File: src/rtl/fifo_write_arbiter_pkg.sv
// Shared types and the round-robin pick helper for the FIFO write-side arbiter.
package fifo_write_arbiter_pkg;

    localparam int unsigned BIT_WIDTH      = 32;
    localparam int unsigned WRITE_SIZE_DEF = 2;
    localparam int unsigned MAX_REQ        = 16;
    localparam int unsigned PICK_W         = 4;

    typedef enum logic {
        ARB_IDLE  = 1'b0,
        ARB_BURST = 1'b1
    } arb_state_e;

    typedef logic [BIT_WIDTH-1:0]        word_t;
    typedef word_t [WRITE_SIZE_DEF-1:0] beat_t;

    // First set bit of valid scanning upward from ptr, wrapping modulo num.
    function automatic logic [PICK_W-1:0] rr_pick(
        input logic [MAX_REQ-1:0] valid,
        input logic [PICK_W-1:0]  ptr,
        input int unsigned        num
    );
        logic [PICK_W-1:0] pick;
        logic              found;
        int unsigned       j;
        pick  = '0;
        found = 1'b0;
        for (int unsigned k = 0; k < MAX_REQ; k++) begin
            if (k < num) begin
                j = 32'(ptr) + k;
                if (j >= num) j = j - num;
                if (!found && valid[PICK_W'(j)]) begin
                    found = 1'b1;
                    pick  = PICK_W'(j);
                end
            end
        end
        return pick;
    endfunction

endpackage

File: src/rtl/fifo_write_arbiter_pick.sv
// Combinational rotate/priority-encode of a request vector from a round-robin pointer.
module fifo_write_arbiter_pick
    import fifo_write_arbiter_pkg::*;
#(
    parameter int unsigned NUM_REQ = 4,
    parameter int unsigned IDX_W   = $clog2(NUM_REQ)
) (
    input  logic [NUM_REQ-1:0] i_valid,
    input  logic [IDX_W-1:0]   i_ptr,
    output logic [IDX_W-1:0]   o_idx,
    output logic               o_any
);

    // Pick index and any-valid flag from the rotated request vector.
    always_comb begin
        o_any = |i_valid;
        o_idx = IDX_W'(rr_pick(MAX_REQ'(i_valid), PICK_W'(i_ptr), NUM_REQ));
    end

endmodule

File: src/rtl/fifo_write_arbiter.sv
// Round-robin burst arbiter sharing one FIFO write port among NUM_REQ producers.
module fifo_write_arbiter
    import fifo_write_arbiter_pkg::*;
#(
    parameter int unsigned WIDTH      = BIT_WIDTH,
    parameter int unsigned WRITE_SIZE = WRITE_SIZE_DEF,
    parameter int unsigned NUM_REQ    = 4,
    parameter int unsigned BURST_LEN  = 4
) (
    input  logic                                         clk_i,
    input  logic                                         reset_i,
    input  logic [NUM_REQ-1:0]                           req_valid_i,
    input  logic [NUM_REQ-1:0]                           req_last_i,
    input  logic [NUM_REQ-1:0][WRITE_SIZE-1:0][WIDTH-1:0] req_data_i,
    output logic [NUM_REQ-1:0]                           req_ready_o,
    output logic                                         fifo_valid_o,
    output logic [WRITE_SIZE-1:0][WIDTH-1:0]             fifo_data_o,
    input  logic                                         fifo_ready_i,
    output logic [NUM_REQ-1:0]                           grant_o,
    output logic                                         busy_o
);

    localparam int unsigned IDX_W = $clog2(NUM_REQ);
    localparam int unsigned CNT_W = $clog2(BURST_LEN + 1);

    arb_state_e          r_state,     w_state_nxt;
    logic [IDX_W-1:0]    r_grant_idx, w_grant_idx_nxt;
    logic [NUM_REQ-1:0]  r_grant,     w_grant_nxt;
    logic [IDX_W-1:0]    r_rr_ptr,    w_rr_ptr_nxt;
    logic [CNT_W-1:0]    r_beat_cnt,  w_beat_cnt_nxt;
    logic                r_busy,      w_busy_nxt;

    logic [IDX_W-1:0]    w_pick_idx;
    logic                w_any_valid;
    logic                w_hs;
    logic                w_release;
    logic [IDX_W-1:0]    w_ptr_after;

    fifo_write_arbiter_pick #(
        .NUM_REQ (NUM_REQ),
        .IDX_W   (IDX_W)
    ) u_pick (
        .i_valid (req_valid_i),
        .i_ptr   (r_rr_ptr),
        .o_idx   (w_pick_idx),
        .o_any   (w_any_valid)
    );

    // State, grant, pointer and beat counter registers.
    always_ff @(posedge clk_i) begin
        if (reset_i) begin
            r_state     <= ARB_IDLE;
            r_grant_idx <= '0;
            r_grant     <= '0;
            r_rr_ptr    <= '0;
            r_beat_cnt  <= '0;
            r_busy      <= 1'b0;
        end else begin
            r_state     <= w_state_nxt;
            r_grant_idx <= w_grant_idx_nxt;
            r_grant     <= w_grant_nxt;
            r_rr_ptr    <= w_rr_ptr_nxt;
            r_beat_cnt  <= w_beat_cnt_nxt;
            r_busy      <= w_busy_nxt;
        end
    end

    // Next-state logic and the granted-port mux onto the FIFO write port.
    always_comb begin
        w_state_nxt     = r_state;
        w_grant_idx_nxt = r_grant_idx;
        w_grant_nxt     = r_grant;
        w_rr_ptr_nxt    = r_rr_ptr;
        w_beat_cnt_nxt  = r_beat_cnt;
        w_busy_nxt      = r_busy;
        req_ready_o     = '0;
        fifo_valid_o    = 1'b0;
        fifo_data_o     = req_data_i[r_grant_idx];
        w_hs            = 1'b0;
        w_release       = 1'b0;
        w_ptr_after     = (r_grant_idx == IDX_W'(NUM_REQ - 1)) ? '0
                                                               : r_grant_idx + IDX_W'(1);

        unique case (r_state)
            ARB_IDLE: begin
                if (w_any_valid) begin
                    w_state_nxt     = ARB_BURST;
                    w_grant_idx_nxt = w_pick_idx;
                    w_grant_nxt     = NUM_REQ'(1) << w_pick_idx;
                    w_beat_cnt_nxt  = '0;
                    w_busy_nxt      = 1'b1;
                end
            end
            ARB_BURST: begin
                fifo_valid_o             = req_valid_i[r_grant_idx];
                req_ready_o[r_grant_idx] = fifo_ready_i;
                w_hs = req_valid_i[r_grant_idx] & fifo_ready_i;
                if (w_hs) begin
                    w_beat_cnt_nxt = r_beat_cnt + CNT_W'(1);
                    w_release = req_last_i[r_grant_idx] ||
                                (r_beat_cnt == CNT_W'(BURST_LEN - 1));
                end else begin
                    w_release = !req_valid_i[r_grant_idx];
                end
                if (w_release) begin
                    w_state_nxt  = ARB_IDLE;
                    w_grant_nxt  = '0;
                    w_busy_nxt   = 1'b0;
                    w_rr_ptr_nxt = w_ptr_after;
                end
            end
            default: w_state_nxt = ARB_IDLE;
        endcase
    end

    assign grant_o = r_grant;
    assign busy_o  = r_busy;

endmodule

File: config.mk
export PLATFORM = sky130hd
export DESIGN_NAME = fifo_write_arbiter
export DESIGN_NICKNAME = d
export VERILOG_FILES = /design/src/rtl/fifo_write_arbiter_pkg.sv /design/src/rtl/fifo_write_arbiter_pick.sv /design/src/rtl/fifo_write_arbiter.sv
export SDC_FILE = /design/constraint.sdc
export NUM_CORES = 1
export LEC_CHECK = 0
export CAP_MARGIN = 25
export CELL_PAD_IN_SITES_DETAIL_PLACEMENT = 1
export CELL_PAD_IN_SITES_GLOBAL_PLACEMENT = 1
export CORE_AREA = 2 2 133 135
export DETAILED_ROUTE_END_ITERATION = 6
export DIE_AREA = 0 0 135 137
export PLACE_DENSITY_LB_ADDON = 0.1
export SYNTH_ARGS = -nofsm -noshare
export SYNTH_HDL_FRONTEND = slang
export SYNTH_HIERARCHICAL = 1
export SYNTH_SLANG_ARGS = --single-unit
File: constraint.sdc
create_clock -name clk_i -period 3.36 [get_ports clk_i]
set_input_delay 0.336 -clock clk_i [delete_from_list [all_inputs] [get_ports clk_i]]
set_output_delay 0.336 -clock clk_i [all_outputs]
set_load 0.005 [all_outputs]
Word-level counts from Yosys, hierarchy flattened
Index checks and enable logic that the tools add are counted.
- bits in registers: 13
- input bits: 267
- output and inout bits: 74
- word-level logic and storage cells: 92
- add/sub/neg operators: 9
- order comparisons: 10
- equal/unequal tests: 5
- shifts and indexed selects: 1
- multiplexer cells: 44
- bitwise gates (word level): 3
- reductions and logical operators: 14
- operators with widths (cell ; number):
    binary-select mux 64 bit (select 2 bit) ; 1
    >= comparator 32 x 3 -> 1 bit, second input constant ; 3
    2-to-1 mux 64 bit ; 1
    2-to-1 mux 4 bit ; 7
    less-than comparator 4 x 5 -> 1 bit, second input constant ; 4
    2-to-1 mux 1 bit ; 17
    binary-select mux 1 bit (select 4 bit) ; 4
    subtractor 4 x 3 -> 4 bit, second input constant ; 3
    2-to-1 mux 2 bit ; 5
    one-hot mux 4 bit (2 select lines) ; 1
    AND reduction 2 bit ; 4
    adder 2 x 2 -> 3 bit, second input constant ; 2
    2-to-1 mux 3 bit ; 2
    inequality test 2 x 1 -> 1 bit, second input constant ; 3
    one-hot mux 3 bit (2 select lines) ; 1
    bitwise AND 4 bit ; 1
    binary-select mux 1 bit (select 2 bit) ; 2
    logical AND 1 bit ; 4
    logical NOT 1 bit ; 4
    one-hot mux 1 bit (2 select lines) ; 2
    OR reduction 4 bit ; 1
    << shifter 1 x 2 -> 4 bit, first input constant ; 1
    subtractor 2 x 3 -> 4 bit, second input constant ; 1
    adder 2 x 1 -> 3 bit, second input constant ; 1
    other kinds (11) ; 11

Logic depth before layout (Yosys ltp)
- depth in word-level cells: 17
- mapped depth: 11
- depth with buffers taken out: 10

Hierarchy
Netlist, hierarchy kept.
- by module, submodules not included (module ; instances ; cells each ; area each (um2) ; sequential area each (um2)):
    fifo_write_arbiter ; 1 ; 155 ; 2217.1 ; 260.2
    fifo_write_arbiter_pick ; 1 ; 35 ; 297.8 ; 0.0

Least setup slack after synthesis
No wires, ideal clock.
- path kind: register -> register
- from: register r_rr_ptr[1]
- to: register r_grant_idx[0]
- setup time: 0.127 ns
- arrival: 2.464 ns
- required time: 3.233 ns
- path slack: 0.769 ns
- cell stages (with the launch flop): 12
- path buffers: 1
- period minus slack after synthesis: 2.591 ns
- cells stage by stage: dfxtp_1 -> clkbuf_1 -> inv_1 -> ha_1 -> mux2_2 -> nand4_1 -> or4bb_1 -> a22o_2 -> inv_1 -> nor2_1 -> a21oi_1 -> nor2_1
- word-level cells in the longest chain between the ends: 14
- elaborated cells between the ends (all ways): 36
- classes of those cells: add/sub (7); order compare (4); mux (19); reduce/logical (6)
- ends and longest elaborated chain (item ; RTL line ; source):
    start, declared ; fifo_write_arbiter.sv:29 ; logic [IDX_W-1:0] r_rr_ptr, w_rr_ptr_nxt;
    start signal, assigned ; fifo_write_arbiter.sv:62 ; r_rr_ptr <= w_rr_ptr_nxt;
    parallel branches: the longest is 13 deep, another holds >= comparator 32 x 3 -> 1 bit ; - ;
    2-to-1 mux 2 bit (*) ; fifo_write_arbiter_pkg.sv:32 ; if (!found && valid[PICK_W'(j)]) begin
    named net w_pick_idx[0] ; fifo_write_arbiter.sv:33 ; logic [IDX_W-1:0] w_pick_idx;
    end signal, assigned ; fifo_write_arbiter.sv:60 ; r_grant_idx <= w_grant_idx_nxt;
    end, declared ; fifo_write_arbiter.sv:27 ; logic [IDX_W-1:0] r_grant_idx, w_grant_idx_nxt;
Mark *: on every way through the listed nets, which the timed path passes. The select of a mux whose other input is x is not followed.
A chain may end at the register's enable or synchronous reset.

Final worst setup path
- from: register r_rr_ptr[0]
- to: register r_grant_idx[0]
The elaborated chain is that of the path after synthesis.

==> flow_metrics.py <==
metrics = {
    "outcome": {
        "status": "complete, no violations",
    },
    "die": {
        "die_w_microns": 135,
        "die_area_sq_um": 18500,
        "die_y_microns": 137,
        "initial_utilization_pct": 14.7,
        "core_area_sq_um": 17100,
        "io_pins": 341,
        "num_rows": 48,
    },
    "clock_tree": {
        "ctsLongestPathBuffers": 2,
        "tritoncts": "built",
        "htree_num_levels": 1,
        "ctsResizeCount": 0,
        "clk_pin_slew_ps": 40,
        "cts-root-buf": "clkbuf_16",
        "post_cts_buffers": 0,
        "numCtsBuffers": 3,
        "cts.sinks": 13,
        "insertion_delay_ps": 240,
        "holdBufCountCts": 0,
    },
    "global_routing": {
        "grt_overflow": 0,
        "antenna_found_initial": 5,
        "grt_pass1_wl_microns": 23800,
        "track_usage_pct": 17.4,
        "grt_max_degree": 60,
        "grt_pass1_vias": 3487,
    },
    "logic_synthesis": {
        "synth_fa_ha_area_share_pct": 4.98,
        "avgSynthCellArea_sq_um": 13.2,
        "yosysTopAreaCell": "mux4_2",
        "ys_warn_count": 6,
        "syn-cell-area_sq_um": 2510,
        "synth_edf_count": 0,
        "synth_nets": 467,
        "synth_xor_xnor_area_share_pct": 0,
        "syn_inst": 190,
        "yosys_register_bits": 13,
        "synthFlopType": "dfxtp_1",
        "synthSimpleGateAreaFrac_pct": 9.60,
        "synth_top_family_by_area": "multiplexers",
        "async_reset_ff_share_pct": 0,
        "synth_compound_area_share_pct": 5.57,
        "synth_seq_area_share_pct": 10.3,
        "ys_types": 36,
        "synth.area.top_cells": "mux4_2 59%, dfxtp_1 10%, ha_1 5.0%",
        "synth_mux_area_share_pct": 64.0,
        "synth_top_area_share_pct": 59.1,
    },
    "timing": {
        "rsz0062_at_grt": "no",
        "drv_slew": 0,
        "slew_headroom_pct": 42.6,
        "fin_skew_ps": 0.592,
        "fin_tns_setup_ps": 0,
        "setup_violations": 0,
        "min_period_ps": 2820,
        "fin_crit_sh_pct": 84.0,
        "tightest_slew_ps": 861,
        "fmax_mhz": 354,
        "hold_viol": 0,
    },
    "route": {
        "wire_per_inst_microns": 22.8,
        "drt-initial-drc-count": 83,
        "first_pass_iters": 4,
        "drc_errors": 0,
        "viasPerCell": 4.25,
        "drtAntennaViolNets": 0,
        "wl_microns": 16900,
        "num_vias": 3162,
    },
    "placed_design": {
        "placed_area_sq_um": 6150,
        "io_buffers": 340,
        "gp_congestion": 0.818,
        "hpwl_microns": 14600,
    },
    "final_layout": {
        "fillers": 1865,
        "layout-drive-gt1-share_pct": 15.7,
        "nets": 794,
        "multi_input_area_sq_um": 2120,
        "stdcell_area_sq_um": 6240,
        "layout_common_cells": "340 x clkdlybuf4s50_1, 66 x mux4_2, 11 x dfxtp_1",
        "regArea_sq_um": 268,
        "final_common_cell": "clkdlybuf4s50_1",
        "syn_to_final_growth_pct": 148,
    },
    "flow_run": {
        "cap_violations": 0,
    },
    "worst_setup_path": {
        "cp_max_fo": 12,
        "startpoint_type": "register",
        "cp_data_arrival_time_ps": 2930,
        "critical_path_class": "reg -> reg",
        "end_kind": "register",
        "ff2ff_path_depth": 10,
        "required_ps": 3470,
    },
    "pwr": {
        "ir_drop_mv": 0.173,
        "power.density_nw_per_um2": 287,
        "p_total_mw": 1.79,
        "p_leak_nw": 2.13,
    },
    "worst_hold_path": {
        "worst_hold_path.num_cells": 2,
        "min-delay-path-class": "reg -> reg",
    },
}
==> registers in the layout, summed over array words and instances, names as in the netlist <==
signal,flops
r_rr_ptr,2
busy_o,1
r_beat_cnt,3
grant_o,4
r_grant_idx,2
r_state,1
==> per-layer routing <==
layer	global-route usage (%)	share of wire, %	vias up
li1	-	-	1476
met1	19.7	37	1543
met2	32.7	54	125
met3	5.11	8.1	14
met4	2.84	1.1	4
met5	0	0.20	-
==> stage by stage <==
stage | instances | hold slack (ps) | utilization, % | worst slack, ps
global placement | 737 | 454 | 36.1 | 590
global route | 743 | 498 | 36.6 | 300
CTS | 741 | 474 | 36.5 | 530
floorplan | 190 | 448 | - | 769
detailed placement | 737 | 467 | 36.1 | 533
finish | 744 | 475 | 36.6 | 536
==> path summary, 6_finish.rpt <==
path                     to           from  slack, ps
min           r_beat_cnt[2]  r_beat_cnt[2]        470
max          r_grant_idx[0]    r_rr_ptr[0]        540
max reg2reg  r_grant_idx[0]    r_rr_ptr[0]        540
min reg2reg   r_beat_cnt[2]  r_beat_cnt[2]        470
==> power breakdown <==
part	switching [mW]	internal, mW
sequential	0.103	0.176
combinational	0.367	0.925
clock	0.0619	0.160
==> cells in the mapped netlist, types with 4 or more instances <==
cell and n:
ha_1 10, nor2b_1 4, nor2_1 8, mux4_2 66, nand3_1 4, a21oi_1 5, buf_2 8, inv_1 9
nor3_1 6, and3_1 4, mux2i_1 9, clkbuf_1 8, dfxtp_1 13
==> critical path: stages, from the launching register on <==
cell,delay [ps]
dfxtp_1,610
inv_1,130
ha_1,410
mux2_2,360
nand4_1,100
or4bb_1,490
a22o_2,270
inv_1,100
nor2_1,50
a21oi_1,120
nor2_1,50
==> cell families (layout without fill, tap and decap cells) <==
logic type / Yosys count / in the layout
AOI/OAI and AO/OA: 17 / 17
adders and majority gates: 10 / 10
buffers and inverters: 30 / 356
DFF: 13 / 13
muxes: 78 / 78
other: 0 / 3
and+or+nand+nor: 42 / 42
==> cell type report <==
cell class	count	area share [%]
repair buffers	343	55.3
multi-input cells	147	33.9
well taps	225	4.51
flip-flops and latches	13	4.29
clock buffers	4	1.26
inverters	9	0.542
diodes	3	0.120
Note: power is estimated with default switching activity, not from simulation.
